## src/rtl/store_buffer.sv

```systemverilog
// Post-retirement store buffer: circular FIFO of committed stores draining to the D-cache, with byte-granular load forwarding.
// Latency: push visible on the drain port one cycle later; forwarding is combinational from registered entries.
// Backpressure: sb_full (registered count) stalls the store queue; drain head is held stable until cache2sb_grant.

package store_buffer_pkg;
  // Packet width is fixed here; store_buffer's XLEN must match it.
  localparam int PKT_XLEN = 32;

  typedef struct packed {
    logic [PKT_XLEN-1:0] PC;
    logic [PKT_XLEN-1:0] addr;
    logic [PKT_XLEN-1:0] data;
    logic [3:0]          store_byte;
  } SQ_2_SB_PACKET;
endpackage

module store_buffer #(
  parameter int XLEN        = 32,
  parameter int SB_CAPACITY = 4,
  parameter int SB_LEN      = $clog2(SB_CAPACITY)
) (
  input  logic                           clock,
  input  logic                           reset,
  input  logic                           sq2sb_valid,
  input  store_buffer_pkg::SQ_2_SB_PACKET sq2sb_packet,
  output logic                           sb_full,
  output logic                           sb_empty,
  output logic                           sb2cache_req_valid,
  output logic [XLEN-1:0]                sb2cache_addr,
  output logic [XLEN-1:0]                sb2cache_data,
  output logic [3:0]                     sb2cache_byte_en,
  input  logic                           cache2sb_grant,
  input  logic [XLEN-1:0]                lb_lookup_addr,
  input  logic [3:0]                     lb_lookup_bytes,
  output logic                           sb_fwd_hit,
  output logic                           sb_fwd_partial,
  output logic [XLEN-1:0]                sb_fwd_data
);

  // Entry storage and queue pointers
  logic [XLEN-1:0]        addr_q  [SB_CAPACITY];
  logic [XLEN-1:0]        addr_d  [SB_CAPACITY];
  logic [XLEN-1:0]        data_q  [SB_CAPACITY];
  logic [XLEN-1:0]        data_d  [SB_CAPACITY];
  logic [3:0]             be_q    [SB_CAPACITY];
  logic [3:0]             be_d    [SB_CAPACITY];
  logic [SB_CAPACITY-1:0] valid_q, valid_d;
  logic [SB_LEN-1:0]      head_q, head_d;
  logic [SB_LEN-1:0]      tail_q, tail_d;
  logic [SB_LEN:0]        count_q, count_d;

  logic                   push;
  logic                   pop;

  // Entry slot holding the i-th oldest store, i = 0 being the head
  logic [SB_LEN-1:0]      age_idx [SB_CAPACITY];
  logic [3:0]             fwd_cov;
  logic [XLEN-1:0]        fwd_lane;
  logic [3:0]             covered;

  // PC travels with the packet for debug only; low lookup address bits select lanes via lb_lookup_bytes
  logic                   unused_ok;
  assign unused_ok = ^{sq2sb_packet.PC, lb_lookup_addr[1:0]};

  // Flags depend only on registered count so a same-cycle pop never frees a slot for push
  assign sb_full  = (count_q == (SB_LEN+1)'(SB_CAPACITY));
  assign sb_empty = (count_q == '0);
  assign push     = sq2sb_valid && !sb_full;
  assign pop      = !sb_empty && cache2sb_grant;

  assign sb2cache_req_valid = !sb_empty;
  assign sb2cache_addr      = {addr_q[head_q][XLEN-1:2], 2'b00};
  assign sb2cache_data      = data_q[head_q];
  assign sb2cache_byte_en   = be_q[head_q];

  // Next-state: write at tail on push, retire head on pop, adjust count
  always_comb begin
    head_d  = head_q;
    tail_d  = tail_q;
    count_d = count_q;
    valid_d = valid_q;
    addr_d  = addr_q;
    data_d  = data_q;
    be_d    = be_q;
    if (push) begin
      addr_d[tail_q]  = sq2sb_packet.addr;
      data_d[tail_q]  = sq2sb_packet.data;
      be_d[tail_q]    = sq2sb_packet.store_byte;
      valid_d[tail_q] = 1'b1;
      tail_d          = tail_q + SB_LEN'(1);
    end
    // push and pop never target the same slot: that would need count 0 or full
    if (pop) begin
      valid_d[head_q] = 1'b0;
      head_d          = head_q + SB_LEN'(1);
    end
    case ({push, pop})
      2'b10:   count_d = count_q + (SB_LEN+1)'(1);
      2'b01:   count_d = count_q - (SB_LEN+1)'(1);
      default: count_d = count_q;
    endcase
  end

  // Control state with synchronous reset; reset discards all buffered stores
  always_ff @(posedge clock) begin
    if (reset) begin
      head_q  <= '0;
      tail_q  <= '0;
      count_q <= '0;
      valid_q <= '0;
    end else begin
      head_q  <= head_d;
      tail_q  <= tail_d;
      count_q <= count_d;
      valid_q <= valid_d;
    end
  end

  // Payload storage; qualified by valid_q so it needs no reset
  always_ff @(posedge clock) begin
    addr_q <= addr_d;
    data_q <= data_d;
    be_q   <= be_d;
  end

  // Map age order to physical slots starting at head
  always_comb begin
    for (int i = 0; i < SB_CAPACITY; i++) begin
      age_idx[i] = head_q + SB_LEN'(i);
    end
  end

  // Forwarding scan oldest to youngest so the youngest matching store wins each lane
  always_comb begin
    fwd_cov  = '0;
    fwd_lane = '0;
    for (int i = 0; i < SB_CAPACITY; i++) begin
      for (int b = 0; b < 4; b++) begin
        if (valid_q[age_idx[i]] &&
            (addr_q[age_idx[i]][XLEN-1:2] == lb_lookup_addr[XLEN-1:2]) &&
            be_q[age_idx[i]][b]) begin
          fwd_cov[b]          = 1'b1;
          fwd_lane[8*b +: 8]  = data_q[age_idx[i]][8*b +: 8];
        end
      end
    end
  end

  // Hit/partial classification and zeroing of uncovered lanes
  always_comb begin
    covered     = fwd_cov & lb_lookup_bytes;
    sb_fwd_data = '0;
    for (int b = 0; b < 4; b++) begin
      if (covered[b]) begin
        sb_fwd_data[8*b +: 8] = fwd_lane[8*b +: 8];
      end
    end
    sb_fwd_hit     = (covered == lb_lookup_bytes) && (lb_lookup_bytes != 4'b0000);
    sb_fwd_partial = (covered != 4'b0000) && !sb_fwd_hit;
  end

endmodule

```

## config.mk

```make
export PLATFORM = sky130hd
export DESIGN_NAME = store_buffer
export DESIGN_NICKNAME = d
export VERILOG_FILES = /design/src/rtl/store_buffer.sv
export SDC_FILE = /design/constraint.sdc
export NUM_CORES = 1
export LEC_CHECK = 0
export BUFFER_PORTS_ARGS = -buffer_cell sky130_fd_sc_hd__buf_2
export CORE_UTILIZATION = 45
export CTS_CLUSTER_DIAMETER = 100
export DETAILED_ROUTE_END_ITERATION = 10
export GPL_ROUTABILITY_DRIVEN = 0
export HOLD_SLACK_MARGIN = 0.06
export PLACE_DENSITY = 0.69
export SLEW_MARGIN = 20
export SYNTH_ARGS = -nofsm -noshare
export SYNTH_HDL_FRONTEND = slang
export SYNTH_SLANG_ARGS = --single-unit
```

## constraint.sdc

```tcl
create_clock -name clock -period 5.56 [get_ports clock]
set_input_delay 0 -clock clock [delete_from_list [all_inputs] [get_ports clock]]
set_output_delay 0 -clock clock [all_outputs]
set_load 0.02 [all_outputs]
```

# Word-level counts from Yosys, hierarchy flattened
# Cells that the tools add are included.
[word_totals] output_inout_bits=105 mem_bits_ro=0 ram_bits=0 latchBits=0 register_bits=283 memories=0
[classes] mux=94 n_reduce_logical=34 n_lt_le_gt_ge=13 eq_ne=8 n_shift=0 bitwise=9 n_div=0 add_sub_neg=6 multipliers=0
[op_table] operator="32-bit two-way mux" count=17
[op_table] operator="32-bit binary-select mux with 2-bit select" count=8
[op_table] operator="128-bit bitwise mux" count=2
[op_table] operator="8-bit two-way mux" count=20
[op_table] operator="30-bit equality test" count=4
[op_table] operator="32-bit demux with 2-bit select" count=1
[op_table] operator="4-bit two-way mux" count=11
[op_table] operator="4-bit binary-select mux with 2-bit select" count=4
[op_table] operator="1-bit logical AND" count=27
[op_table] operator="1-bit two-way mux" count=22
[op_table] operator="16-bit bitwise mux" count=1
[op_table] operator="3-bit greater-or-equal comparator (second input constant)" count=5
[op_table] operator="2-bit by 3-bit < comparator with 1-bit output (second input constant)" count=5
[op_table] operator="2-bit inverter with 3-bit output" count=5
[op_table] operator="4-bit AND" count=2
[op_table] operator="1-bit binary-select mux with 2-bit select" count=4
[op_table] operator="4-bit demux with 2-bit select" count=1
[op_table] operator="4-bit nonzero test" count=2
[op_table] operator="3-bit one-hot mux with 2 select lines" count=1
[op_table] operator="2-bit by 1-bit adder with 2-bit output (second input constant)" count=2
[op_table] operator="2-bit adder (second input constant)" count=2
[op_table] operator="1-bit demux with 2-bit select" count=2
[op_table] operator="4-bit equality test" count=1
[op_table] operator="2-bit by 1-bit greater-or-equal comparator with 1-bit output (second input constant)" count=2
[op_table] operator="other kinds (11)" count=13

# Longest topological paths before layout
[logic_depth] ltp_word=16 depth_mapped=19

# Least setup slack after synthesis
# Ideal clock, no wire load.
[synth_timing] path_type="reg-to-output" from="register head_q[1]" to="output sb_fwd_data[16]" setup_slack_ps=819 arrival_time_ps=4741 stages_incl_launch_ff=18 required_ps=5560 cell_sequence="dfxtp_1 -> buf_2 -> inv_2 -> buf_1 -> clkbuf_1 -> ha_1 -> buf_6 -> mux4_2 -> xnor2_1 -> nand4_1 -> or4_1 -> a211o_1 -> buf_2 -> a2111oi_4 -> buf_4 -> a21oi_1 -> a221o_1 -> a21oi_1"
[synth_lines] item="from (decl)" line_no="48" rtl="logic [SB_LEN-1:0] head_q, head_d;"
[synth_lines] item="from (signal assigned)" line_no="107" rtl="head_q <= '0;"
[synth_lines] item="from (signal assigned)" line_no="112" rtl="head_q <= head_d;"
[synth_lines] item="to (decl)" line_no="37" rtl="output logic [XLEN-1:0] sb_fwd_data"

# Final worst setup path
[layout_timing] from="register head_q[0]" to="output sb_fwd_data[29]"
[layout_via] elab_chain_cells=13 word_cells_on_any_way=73 cone_classes="add/sub (3); eq/ne (4); mux (53); bitwise (5); reduce/logical (8)"
[layout_lines] item="2-bit by 1-bit adder with 2-bit output or 2-bit inverter with 3-bit output (tied branches)"
[layout_lines] item="2-bit inverter with 3-bit output (not written as such) or 32-bit binary-select mux with 2-bit select (tied branches)" line_no="140, 141, 143"
[layout_lines] item="32-bit binary-select mux with 2-bit select or 32-bit two-way mux (tied branches)" line_no="140" rtl="(addr_q[age_idx[i]][XLEN-1:2] == lb_lookup_addr[XLEN-1:2]) &&"
[layout_lines] item="32-bit two-way mux (not written as such)" line_no="140"
[layout_lines] item="32-bit two-way mux (not written as such) or 30-bit equality test (tied branches)" line_no="140"
[layout_lines] item="30-bit equality test or 1-bit logical AND (tied branches)" line_no="140, 139"
[layout_lines] item="1-bit logical AND (on tied branches)" line_no="139, 140"
[layout_lines] item="1-bit logical AND or 1-bit two-way mux (tied branches)" line_no="140, 139"
[layout_lines] item="1-bit two-way mux (3 in a row)" line_no="139" rtl="if (valid_q[age_idx[i]] &&"
[layout_lines] item="4-bit AND" line_no="151" rtl="covered = fwd_cov & lb_lookup_bytes;"
[layout_lines] item="8-bit two-way mux (*)" line_no="154" rtl="if (covered[b]) begin"
# Every way passes the cells marked *; elsewhere a longest branch is shown, timed or not. The select of a mux whose other input is x is not followed.

==> impl.org <==
** Min path
- Endpoint of the worst hold path :: addr_q[24]
- The worst hold path belongs to the class in -> reg.
- Hold path start :: sq2sb_packet[60]
- The worst hold path passes through 2 cells.

** Die
- Area of the placeable core :: between 30000 and 40000 um^2
- From left edge to right edge, the die measures between 200 and 250 um.
- The die covers between 40000 and 50000 um^2.
- In this run the core area contains approximately 70 standard-cell rows.
- During I/O placement, the number of pins put on the boundary was 245.
- For this configuration, the core starts out at a cell density of 45.95%.
- Die Height :: 201.3 um

** Job
- Max-cap violations in this run came to 0.

** Critical path
- In this run the register-to-register setup slack is 2770 ps.
- Along the worst path, the maximum fanout reaches 32.
- Critical Path Source Type :: flop
- STA puts the critical path data arrival time at 5260 ps.
- Depth of the worst register-to-register path :: 7
- The critical path is of the reg -> out type.
- Critical Path RT :: 5560 ps
- Critical path endpoint category :: output port
- The worst register-to-register path begins at count_q[1].
- End of the worst register-to-register path :: valid_q[0]

** Placed design
- Port buffering added 206 buffers.
- Sum of net half-perimeters after detailed placement :: 34.72 mm
- Post-placement setup slack :: approximately 840 ps

** STA
- Worst slew slack as a fraction of its limit :: 28.38%
- Clock tree skew after final layout :: ~10 ps
- Worst-Margin Slew :: ~1100 ps
- The max-slew violation count came to 0.
- Min setup slack post-route :: around 300 ps
- Timing would allow up to around 190 MHz.
- Setup repair after global routing left no endpoint under its margin.
- Number of hold-slack violations in the final timing report :: 0
- Setup violations remaining at the end of the flow were counted as 0.
- Subtracting the final worst setup slack from the clock period gives between 5000 and 6000 ps.
- Total Negative Setup Slacks :: 0 ps
- Post-route clock period utilization :: 94.59%

** Routing
- Final routed DRC violation total :: 0
- Dividing the detail-routed via count by the number of cells gives between 6 and 7.
- Total wire length after detailed routing :: 50.58 mm
- The detailed router placed between 10000 and 15000 vias in this run.
- Number of nets with antenna violations after routing :: 0
- The detailed router finished its first iteration with ~1100 violations.
- After detailed routing, the average wire length per cell comes to 23.77 um.
- First-pass DRT Iterations :: 7

** Clock network
- Clock network latency to the later pin of the worst-skew pair :: 590 ps
- CTS HTree Levels :: 1
- Clock edge transition at the registers on the reported setup and hold paths :: 60 ps
- In this run the clock root is driven by a sky130_fd_sc_hd__clkbuf_16.
- TritonCTS built the clock tree.
- In this run, CTS created clock tree buffers numbering 31.
- Number of buffers on the longest clock path :: 3
- CTS sink cnt :: 275

** Synth
- The synthesized netlist devotes 9.348% of its cell area to compound gates.
- By area, the combinational part of the netlist is dominated by multiplexers.
- Xor/xnor cell area share of the yosys netlist :: 5.388%
- Synth Area per Inst :: 13.23 um^2
- Post-Synth Simple-Gate Area :: 7.914%
- Post-synth cell types :: 77
- The share of the Yosys chip area taken by registers is 45.56%.
- In this run the cell area of the synthesized design comes to roughly 18000 um^2.
- The synthesized design contains 275 register bits.
- Async set-or-reset flop fraction in the synthesized netlist :: 0%
- After synthesis, the largest area contributor takes up 44.33% of total cell area.
- Summing the areas of all fa, ha and maj instances in the mapped netlist gives less than 1% of the synthesized area.
- By area the synthesized netlist is led by sky130_fd_sc_hd__edfxtp_1 (44%), sky130_fd_sc_hd__mux4_2 (17%), sky130_fd_sc_hd__mux2i_1 (8.0%).
- Predominant post-synthesis flop cell :: sky130_fd_sc_hd__edfxtp_1
- Proportion of synthesized area in mux cells :: a little over a quarter
- The synthesized design contains about 260 enable-type register cells.
- Number of instances in the synthesized netlist :: 1352
- The synthesized design spends more area on one cell type than any other, namely sky130_fd_sc_hd__edfxtp_1.
- Number of warnings issued by yosys :: 0

** Power
- Total power density per cell area :: 446.8 nW/um^2
- Largest vdd supply drop :: 0.5591 mV
- Lkg Pwr :: ~6.9 nW

** Cells and area
- Relative to the synthesized area, the layout overhead comes to 17.96%.
- Leaving out fill and tap cells, the most frequent cell in the layout is sky130_fd_sc_hd__edfxtp_1.
- Share of post-route cells with drive strength above 1 :: 29.14%
- The net count of the finished layout is 1731.
- In the layout the commonest cells are sky130_fd_sc_hd__edfxtp_1 (264), sky130_fd_sc_hd__buf_2 (206), sky130_fd_sc_hd__mux2i_1 (143), sky130_fd_sc_hd__mux4_2 (132), sky130_fd_sc_hd__xnor2_1 (82).

** GRT
- The number of antenna violations at the first check in global routing came to 3.
- Global-route wire length before repair :: 77.08 mm
- Total overflow reported by the global router :: 0
- Entering global routing, the biggest net connects 148 pins.
- For this run, the total global-route usage over all layers was measured as 24.58%.
- The via count of the first global-routing pass was roughly 13000.

** Run status
- The flow ran to the end, and the final reports show no timing, DRC or antenna violations.
[stage by stage]
stage / std cells / util [%] / area, um^2 / hold slack [ps] / power [mW]
after CTS: 2123 / 54.08 / 21050 / 137.9 / 9.385
after global routing: 2125 / 54.18 / 21090 / 158.8 / 9.863
final: 2128 / 54.20 / 21090 / 160.2 / 9.425
after floorplan: 1353 / - / 17890 / 72.76 / 6.187
after detailed placement: 1995 / 49.54 / 19280 / 216.9 / 7.187
after global placement: 1995 / 49.51 / 19270 / 210.3 / 7.094
[cells by family (layout without fill, tap and decap cells)]
logic type / after synthesis / after routing
adders and majority gates: 10 / 10
AOI/OAI and AO/OA: 241 / 241
DFF: 275 / 275
buffers and inverters: 136 / 389
xor gates and xnor gates: 110 / 110
and+or+nand+nor: 261 / 261
muxes: 318 / 318
other: 1 / 6
[synthesized netlist by cell type, types with 7 or more instances]
library cell	n
sky130_fd_sc_hd__edfxtp_1	264
sky130_fd_sc_hd__mux2i_1	143
sky130_fd_sc_hd__mux4_2	132
sky130_fd_sc_hd__xnor2_1	82
sky130_fd_sc_hd__nand2_1	58
sky130_fd_sc_hd__a21oi_1	57
sky130_fd_sc_hd__nor2_1	56
sky130_fd_sc_hd__clkbuf_1	52
sky130_fd_sc_hd__o21ai_0	38
sky130_fd_sc_hd__mux2_2	35
sky130_fd_sc_hd__xor2_1	28
sky130_fd_sc_hd__inv_1	27
sky130_fd_sc_hd__nor2b_1	27
sky130_fd_sc_hd__o22ai_1	24
sky130_fd_sc_hd__a211oi_1	20
sky130_fd_sc_hd__buf_2	20
sky130_fd_sc_hd__o211ai_1	18
sky130_fd_sc_hd__and2_1	16
sky130_fd_sc_hd__nor3_1	16
sky130_fd_sc_hd__buf_1	13
sky130_fd_sc_hd__buf_4	13
sky130_fd_sc_hd__nand3_1	12
sky130_fd_sc_hd__a221o_1	11
sky130_fd_sc_hd__dfxtp_1	11
sky130_fd_sc_hd__nand4_1	11
sky130_fd_sc_hd__nor4_1	11
sky130_fd_sc_hd__o221ai_1	11
sky130_fd_sc_hd__buf_6	10
sky130_fd_sc_hd__ha_1	9
sky130_fd_sc_hd__a311o_1	8
sky130_fd_sc_hd__mux2_1	8
sky130_fd_sc_hd__nand2b_1	8
sky130_fd_sc_hd__nand3b_1	8
sky130_fd_sc_hd__a221oi_1	7
sky130_fd_sc_hd__a22oi_1	7
sky130_fd_sc_hd__or3_1	7
[layout make-up]
| cell class | count | area (um^2) |
|---|---|---|
| flip-flops and latches | 275 | 8155 |
| inverters | 28 | 105.1 |
| repair buffers | 303 | 1983 |
| multi-input cells | 942 | 9126 |
| clock buffers | 38 | 822.0 |
| well taps | 518 | 648.1 |
| fillers | 3300 | 17820 |
| diodes | 4 | 10.01 |
| clock inverters | 20 | 244.0 |
[where the power goes]
part	internal (mW)	switching [mW]	total (mW)	leakage, nW
logic	1.99	2.62	4.61	3.87
clock network	1.29	0.869	2.15	0.530
registers	2.52	0.139	2.66	2.51
total	5.80	3.63	9.42	6.92
[registers in the layout, summed over array words and instances (netlist names)]
name and cells:
data_q 128, count_q 3, addr_q 120, valid_q 4
be_q 16, tail_q 2, head_q 2
[layer usage]
layer	track usage [%]	share of wire, %	up-vias	wire length [um]
met4	8.360	3.0	0	1523
li1	-	-	5871	-
met5	0	0	-	0
met3	3.693	6.8	93	3430
met2	40.71	48	536	24490
met1	33.04	42	6676	21130
[worst max-delay path by stage]
stage / to / start / slack [ps] / depth (start not counted)
6_report: sb_fwd_data[29] / head_q[0] / 300 / 12
5_1_grt: sb_fwd_data[9] / head_q[0] / 70 / 13
4_1_cts: sb_fwd_data[29] / head_q[0] / 190 / 12
3_5_place_dp: sb_fwd_data[29] / head_q[0] / 840 / 12
3_3_place_gp: sb_fwd_data[29] / head_q[0] / 880 / 12
2_1_floorplan: sb_fwd_data[16] / head_q[1] / 820 / 17
[worst max-delay path, cell delays in order, from the launching register on]
cell and delay [ps]:
sky130_fd_sc_hd__dfxtp_4 390, sky130_fd_sc_hd__buf_6 330, sky130_fd_sc_hd__buf_4 380, sky130_fd_sc_hd__mux2i_1 510, sky130_fd_sc_hd__a2bb2oi_1 230, sky130_fd_sc_hd__a21oi_1 100, sky130_fd_sc_hd__nor4_1 410, sky130_fd_sc_hd__nand3_1 390
sky130_fd_sc_hd__or3_1 670, sky130_fd_sc_hd__nand3_1 460, sky130_fd_sc_hd__o22ai_1 130, sky130_fd_sc_hd__a211oi_1 380, sky130_fd_sc_hd__buf_2 240
[what timing repair did]
item,in CTS,in global routing
buffers inserted,0,1
hold buffers,70,0
resized for setup,0,2
endpoints found under the hold margin,275,0
setup endpoints to repair,0,16
No activity file was read; power rests on OpenSTA's default activity.
